<file path="src/rtl/cla_wide_seq_if.sv">
//------------------------------------------------------------------------------
// Module : cla_wide_seq_if
// Brief  : Request/result bundle for the limb-serial wide adder/subtractor.
// Rev    : 1.0 - initial release
//------------------------------------------------------------------------------
`default_nettype none

interface cla_wide_seq_if #(
  parameter int W = 64
);
  logic         start;
  logic         sub;
  logic [W-1:0] A;
  logic [W-1:0] B;
  logic         Cin;
  logic         busy;
  logic         done;
  logic [W-1:0] S;
  logic         Cout;
  logic         ovf;

  modport master (
    output start, sub, A, B, Cin,
    input  busy, done, S, Cout, ovf
  );

  modport slave (
    input  start, sub, A, B, Cin,
    output busy, done, S, Cout, ovf
  );
endinterface

`default_nettype wire

</file>
<file path="src/rtl/cla_wide_seq.sv">
//------------------------------------------------------------------------------
// Module : cla / cla_wide_seq
// Brief  : W-bit add/sub computed one 16-bit limb per clock through one CLA.
// Rev    : 1.0 - initial release
//------------------------------------------------------------------------------
`default_nettype none

module cla #(
  parameter int N = 16
) (
  input  logic [N-1:0] a,
  input  logic [N-1:0] b,
  input  logic         cin,
  output logic [N-1:0] sum,
  output logic         cout
);
  localparam int BLKS = N / 4;

  logic [N-1:0] w_p;
  logic [N-1:0] w_g;
  logic [N-1:0] w_c;
  logic         w_cb;
  logic [3:0]   w_bp;
  logic [3:0]   w_bg;

  assign w_p = a ^ b;
  assign w_g = a & b;

  // Full lookahead inside each 4-bit block; block carries ripple between blocks.
  always_comb begin
    w_c  = '0;
    w_cb = cin;
    w_bp = '0;
    w_bg = '0;
    for (int k = 0; k < BLKS; k++) begin
      w_bp         = w_p[4*k +: 4];
      w_bg         = w_g[4*k +: 4];
      w_c[4*k]     = w_cb;
      w_c[4*k + 1] = w_bg[0] | (w_bp[0] & w_cb);
      w_c[4*k + 2] = w_bg[1] | (w_bp[1] & w_bg[0]) | (w_bp[1] & w_bp[0] & w_cb);
      w_c[4*k + 3] = w_bg[2] | (w_bp[2] & w_bg[1]) | (w_bp[2] & w_bp[1] & w_bg[0])
                   | (w_bp[2] & w_bp[1] & w_bp[0] & w_cb);
      w_cb         = w_bg[3] | (w_bp[3] & w_bg[2]) | (w_bp[3] & w_bp[2] & w_bg[1])
                   | (w_bp[3] & w_bp[2] & w_bp[1] & w_bg[0])
                   | (w_bp[3] & w_bp[2] & w_bp[1] & w_bp[0] & w_cb);
    end
  end

  assign sum  = w_p ^ w_c;
  assign cout = w_cb;
endmodule

module cla_wide_seq #(
  parameter int W = 64
) (
  input  logic           clk,
  input  logic           rst,
  cla_wide_seq_if.slave  bus
);
  localparam int LIMBS = W / 16;
  localparam int IW    = (LIMBS > 1) ? $clog2(LIMBS) : 1;

  typedef enum logic [1:0] {
    IDLE = 2'd0,
    RUN  = 2'd1,
    DONE = 2'd2
  } state_t;

  state_t         r_state;
  state_t         w_next;
  logic [W-1:0]   r_a;
  logic [W-1:0]   r_b;
  logic [W-1:0]   r_s;
  logic           r_carry;
  logic           r_cout;
  logic           r_ovf;
  logic [IW-1:0]  r_idx;
  logic           w_accept;
  logic           w_last;
  logic [15:0]    w_a_limb;
  logic [15:0]    w_b_limb;
  logic [15:0]    w_sum;
  logic           w_cout;

  assign w_accept = bus.start && ((r_state == IDLE) || (r_state == DONE));
  assign w_last   = (r_idx == IW'(LIMBS - 1));

  always_ff @(posedge clk) begin
    if (rst) r_state <= IDLE;
    else     r_state <= w_next;
  end

  always_comb begin
    w_next = r_state;
    case (r_state)
      IDLE:    if (bus.start) w_next = RUN;
      RUN:     if (w_last)    w_next = DONE;
      DONE:    w_next = bus.start ? RUN : IDLE;
      default: w_next = IDLE;
    endcase
  end

  always_comb begin
    w_a_limb = '0;
    w_b_limb = '0;
    for (int k = 0; k < LIMBS; k++) begin
      if (r_idx == IW'(k)) begin
        w_a_limb = r_a[16*k +: 16];
        w_b_limb = r_b[16*k +: 16];
      end
    end
  end

  cla #(.N(16)) u_cla (
    .a    (w_a_limb),
    .b    (w_b_limb),
    .cin  (r_carry),
    .sum  (w_sum),
    .cout (w_cout)
  );

  // B is conditioned at capture so the limb loop is a plain add.
  always_ff @(posedge clk) begin
    if (rst) begin
      r_a     <= '0;
      r_b     <= '0;
      r_s     <= '0;
      r_carry <= 1'b0;
      r_cout  <= 1'b0;
      r_ovf   <= 1'b0;
      r_idx   <= '0;
    end else if (w_accept) begin
      r_a     <= bus.A;
      r_b     <= bus.sub ? ~bus.B : bus.B;
      r_carry <= bus.Cin;
      r_idx   <= '0;
    end else if (r_state == RUN) begin
      for (int k = 0; k < LIMBS; k++) begin
        if (r_idx == IW'(k)) r_s[16*k +: 16] <= w_sum;
      end
      r_carry <= w_cout;
      if (w_last) begin
        r_cout <= w_cout;
        r_ovf  <= (r_a[W-1] == r_b[W-1]) && (w_sum[15] != r_a[W-1]);
      end else begin
        r_idx <= r_idx + IW'(1);
      end
    end
  end

  assign bus.busy = (r_state == RUN);
  assign bus.done = (r_state == DONE);
  assign bus.S    = r_s;
  assign bus.Cout = r_cout;
  assign bus.ovf  = r_ovf;
endmodule

`default_nettype wire

</file>
<file path="src/flat_wrapper.sv">
// flat-port wrapper written by rule: the top's interface ports become plain ports
module cla_wide_seq_flat 
#(
  parameter int W = 64
)
  (clk, rst, bus_start, bus_sub, bus_A, bus_B, bus_Cin, bus_busy, bus_done, bus_S, bus_Cout, bus_ovf);
  cla_wide_seq_if #(.W(W)) bus_i ();
  input  logic clk;
  input  logic rst;
  input wire logic [$bits(bus_i.start)-1:0] bus_start;
  input wire logic [$bits(bus_i.sub)-1:0] bus_sub;
  input wire logic [$bits(bus_i.A)-1:0] bus_A;
  input wire logic [$bits(bus_i.B)-1:0] bus_B;
  input wire logic [$bits(bus_i.Cin)-1:0] bus_Cin;
  output wire logic [$bits(bus_i.busy)-1:0] bus_busy;
  output wire logic [$bits(bus_i.done)-1:0] bus_done;
  output wire logic [$bits(bus_i.S)-1:0] bus_S;
  output wire logic [$bits(bus_i.Cout)-1:0] bus_Cout;
  output wire logic [$bits(bus_i.ovf)-1:0] bus_ovf;
  assign bus_i.start = bus_start;
  assign bus_i.sub = bus_sub;
  assign bus_i.A = bus_A;
  assign bus_i.B = bus_B;
  assign bus_i.Cin = bus_Cin;
  assign bus_busy = bus_i.busy;
  assign bus_done = bus_i.done;
  assign bus_S = bus_i.S;
  assign bus_Cout = bus_i.Cout;
  assign bus_ovf = bus_i.ovf;
  cla_wide_seq #(.W(W)) u_core (.clk(clk), .rst(rst), .bus(bus_i));
endmodule
</file>
<file path="config.mk">
export PLATFORM = sky130hd
export DESIGN_NAME = cla_wide_seq_flat
export DESIGN_NICKNAME = d
export VERILOG_FILES = /design/src/rtl/cla_wide_seq_if.sv /design/src/rtl/cla_wide_seq.sv /design/src/flat_wrapper.sv
export SDC_FILE = /design/constraint.sdc
export NUM_CORES = 1
export LEC_CHECK = 0
export BUFFER_PORTS_ARGS = -buffer_cell sky130_fd_sc_hd__buf_4
export CELL_PAD_IN_SITES_DETAIL_PLACEMENT = 0
export CELL_PAD_IN_SITES_GLOBAL_PLACEMENT = 1
export CORE_ASPECT_RATIO = 0.6
export CORE_MARGIN = 5
export CORE_UTILIZATION = 39
export CTS_CLUSTER_SIZE = 40
export DETAILED_ROUTE_END_ITERATION = 12
export PLACE_DENSITY = 0.77
export SETUP_SLACK_MARGIN = 0.4
export SLEW_MARGIN = 5
export SYNTH_ARGS = -nofsm -noshare
export SYNTH_HDL_FRONTEND = slang
export SYNTH_SLANG_ARGS = --single-unit
</file>
<file path="constraint.sdc">
create_clock -name clk -period 4.6 [get_ports clk]
set_input_delay 0.46 -clock clk [delete_from_list [all_inputs] [get_ports clk]]
set_output_delay 0.46 -clock clk [all_outputs]
set_load 0.05 [all_outputs]
</file>
==> impl.org <==
** Die
- The die is around 210 um wide.
- Area of the die :: around 27,000 sq um
- Measured along the y axis, the die boundary spans about 130 um.
- During I/O placement, the number of pins put on the boundary was between 200 and 250.
- Rows :: 43
- Starting density of the core :: between 30% and 40%
- Std-Cell Core Area :: between 20,000 and 25,000 sq um

** Global routing
- Via count of the first global-routing pass :: between 7,000 and 8,000
- Global routing used a little over a fifth of the available tracks across all layers.
- Antenna violations before repair :: 0
- In the global route stage, met2 resource usage came out at around 28%.
- Grt peak-use layer :: met1
- Global routing consumed, on the met3 layer, 5.09% of the routing resources.
- Entering global routing, the biggest net connects 120 pins.
- Total overflow reported by the global router :: 0
- The first global-routing pass estimated 44.9 mm of wire.
- Met1 track utilization from global routing :: between 30% and 40%

** Synth
- Synthesized-area fraction occupied by and/or/nand/nor cells :: ~20%
- Post-Synthesis Mean Instance Area :: 7.72 sq um
- Most common flop cell mapped by yosys :: dfxtp_1
- Fraction of synthesized cell area in xor and xnor cells :: 6.87%
- During synthesis, Yosys emitted a total of 0 warnings.
- The synthesized design contains 0 enable-type register cells.
- The share of synthesized area in the top cell type comes to roughly 43%.
- By area the synthesized netlist is led by dfxtp_1, nand2_1, a21oi_1, a211oi_1, xnor2_1.
- The netlist uses 40 different library cells.
- Summed over all instances, the cell type with the most area after synthesis is dfxtp_1.
- Multiplexer area fraction after synthesis :: 0.109%
- The number of nets handed over by synthesis was roughly 1,300.
- Summing the areas of all compound-gate instances in the mapped netlist gives 21.2% of the synthesized area.
- Instance count of the mapped netlist :: between 1,000 and 1,500
- After synthesis, flip-flops and latches occupy a little over two fifths of the total area.
- Counting flops and latches in the post-synthesis netlist gives 199.
- Ys async rst share :: 0%
- Largest family of logic cells by synthesized area :: compound AO/OA/AOI/OAI gates
- Synthesized cell area :: 9180 sq um
- Post-Synth Adder-Cell Area :: under 10%

** Clocking
- After clock tree synthesis, the clock-pin slew on the worst setup and hold paths is 70 ps.
- Root cell of the clock tree :: clkbuf_16
- CTS tree :: built
- At the later pin of the worst-skew pair, clock insertion delay measures approximately 440 ps.
- Max Buffers Root-to-Sink :: 2
- The clock drives slightly below 200 sinks.
- CTS H-Tree Depth :: 4
- TritonCTS buffer count :: 17

** Setup path
- Of all nets on the critical path, the largest fanout is 34.
- The largest individual stage delay along the critical path comes from the cell ha_1.
- Cells along the critical path :: inv_1, ha_1, buf_12, nand2_1, nor2_1, a21oi_1, nor2_1, a21oi_1, o21ai_1, ha_1, and3_2, a21boi_0, o21a_1, nor3_1, fa_1, xnor2_2, nand2_1, a21oi_1
- Data on the critical path is required at its endpoint by 4970 ps.
- The worst setup path is launched from a flip-flop.
- Critical setup path kind :: flip-flop to flip-flop
- Kind of end point of the critical path :: flip-flop
- On the worst path, the slowest cell contributes a delay of ~470 ps.
- In this design, the critical path's most frequently occurring cell is a21oi_1.
- CP Data Arrival Time :: 4240 ps

** Power
- LEAKAGE :: roughly 4.6 nW
- IR Drop Worst-Case VDD :: around 0.00023 V
- In this run the power density over the cells is about 370 nW/um^2.

** Timing
- Final worst path period need :: around 3900 ps
- Setup repair after global routing left no endpoint under its margin.
- Setup violations remaining at the end of the flow were counted as 0.
- Final Hold Slack :: about 260 ps
- Peak clock frequency supported by timing :: roughly 0.26 GHz
- Headroom to the max-slew limit came out at between 30% and 40%.
- Final setup slack of the worst path :: between 700 and 800 ps
- Worst clock skew :: between 10 and 15 ps
- Tightest Pin Transition :: 1000 ps
- The final number of max-transition violations was 0.
- Final-layout setup total negative slack :: 0 ps
- In the finished design, the share of the clock period the worst path needs comes to 84.0%.
- Count of endpoints failing hold in the final timing report :: 0

** Finish
- For this run, the post-layout net count is around 1,500.
- Leading cell types in the layout, fill and taps excluded :: nand2_1, buf_4, dfxtp_1
- After routing the design area is approximately 12,000 sq um.
- Post-layout instance count excluding filler cells :: ~1,700
- Share of post-route cells with drive strength above 1 :: about a fifth
- Relative to the synthesized area, the layout overhead comes to 25.5%.
- The number of antenna diodes in the final layout is 0.
- The library cell used most frequently in the layout, excluding fill and tap cells, is nand2_1.

** Hold path
- Worst hold path type :: input pin to flip-flop

** Detailed routing
- After detailed routing, the number of remaining DRC violations is 0.
- The first detailed-routing pass took 5 iterations.
- In the routed layout, each cell is associated on average with a via count of around 5.0.
- Post-Route WL :: around 29 mm
- Count of nets left with antenna violations after detail routing :: 0
- The first routing iteration left 685 violations.
- After detailed routing, the average wire length per cell comes to approximately 17 um.
- The detailed router placed about 8,300 vias in this run.

** Placement
- Number of buffer cells added on primary ports :: 200
- After legalization and detailed placement, the total HPWL measured 21.5 mm.
- Cell area after placement :: 10,900 sq um
- Global placement routability congestion :: a little over 0.9
- Placed cell count :: about 1,600
- Timing analysis after detailed placement gives a worst setup slack of 494 ps.

** Run status
- Status :: finished, final reports clean

** Flow run
- The tool flagged a number of max-cap violations equal to 0.
registers in the layout, summed over array words and instances, names as in the netlist:
register,cells
u_core.bus.ovf,1
u_core.r_a,64
u_core.bus.S,64
u_core.r_carry,1
u_core.bus.Cout,1
u_core.r_state,2
u_core.r_idx,2
u_core.r_b,64
cell usage after synthesis (all sizes together) (11+ instances only):
library cell and instances:
ha 20, inv 11, nor2 158, a21oi 165, dfxtp 199, a211oi 89, nand3b 14, clkbuf 83
nand2 253, xnor2 70, o21ai 33, buf 15
layer usage:
layer | up-vias | routed length, um
met1 | 3794 | 15300
met5 | - | 0
li1 | 4273 | -
met3 | 20 | 1890
met4 | 0 | 301
met2 | 241 | 11200
logic make-up (layout without fill, tap and decap cells):
family / count (synthesis) / count (layout)
buffers and inverters: 109 / 258
adder cells (fa/ha/maj): 24 / 24
multiplexers: 1 / 1
flip-flops: 199 / 199
XOR/XNOR: 72 / 72
AND/OR/NAND/NOR: 461 / 461
AO/OA/AOI/OAI: 323 / 323
what timing repair did:
item / CTS / global route
setup endpoints to repair: 0 / 25
endpoints found under the hold margin: 0 / 0
setup buffers: 0 / 1
hold buffers: 0 / 0
resized for setup: 0 / 9
critical path, delay by kind of cell, from the launching register on:
| family | cells | cell delay, ps |
|---|---|---|
| buf+inv | 2 | 310 |
| flops | 1 | 440 |
| xor+xnor | 1 | 230 |
| compound gates | 6 | 1100 |
| fa+ha+maj | 3 | 1140 |
| simple gates | 6 | 590 |
path summary, 6_finish.rpt:
check | startpoint | endpoint | slack (ps) | cells past startpoint
hold / removal | bus_A[15] | u_core.r_a[15] | 260 | 3
hold reg to reg | u_core.r_a[54] | u_core.r_a[54] | 460 | 2
setup / recovery | u_core.r_idx[0] | u_core.bus.S[61] | 730 | 18
setup reg to reg | u_core.r_idx[0] | u_core.bus.S[61] | 730 | 18
power breakdown:
| part | switching [W] | internal, W |
|---|---|---|
| clock | 0.000686 | 0.000835 |
| combinational | 0.000497 | 0.000311 |
| sequential | 0.0000655 | 0.00183 |
| total | 0.00125 | 0.00297 |
metrics by stage:
step	utilization, %	power, W
global placement	47.0	0.00272
detailed placement	47.0	0.00273
floorplan	-	0.00241
CTS	49.6	0.00424
finish	49.8	0.00422
global route	49.8	0.00441
layout make-up:
type                            count  area, sq um
Tap cell                          315          394
Sequential cell                   199         3980
Clock inverter                     13          145
Timing Repair Buffer              215         1660
Fill cell                        2318        11600
Inverter                           11         41.3
Multi-Input combinational cell    881         4850
Clock buffer                       19          453
(Power assumes the default switching activity.)
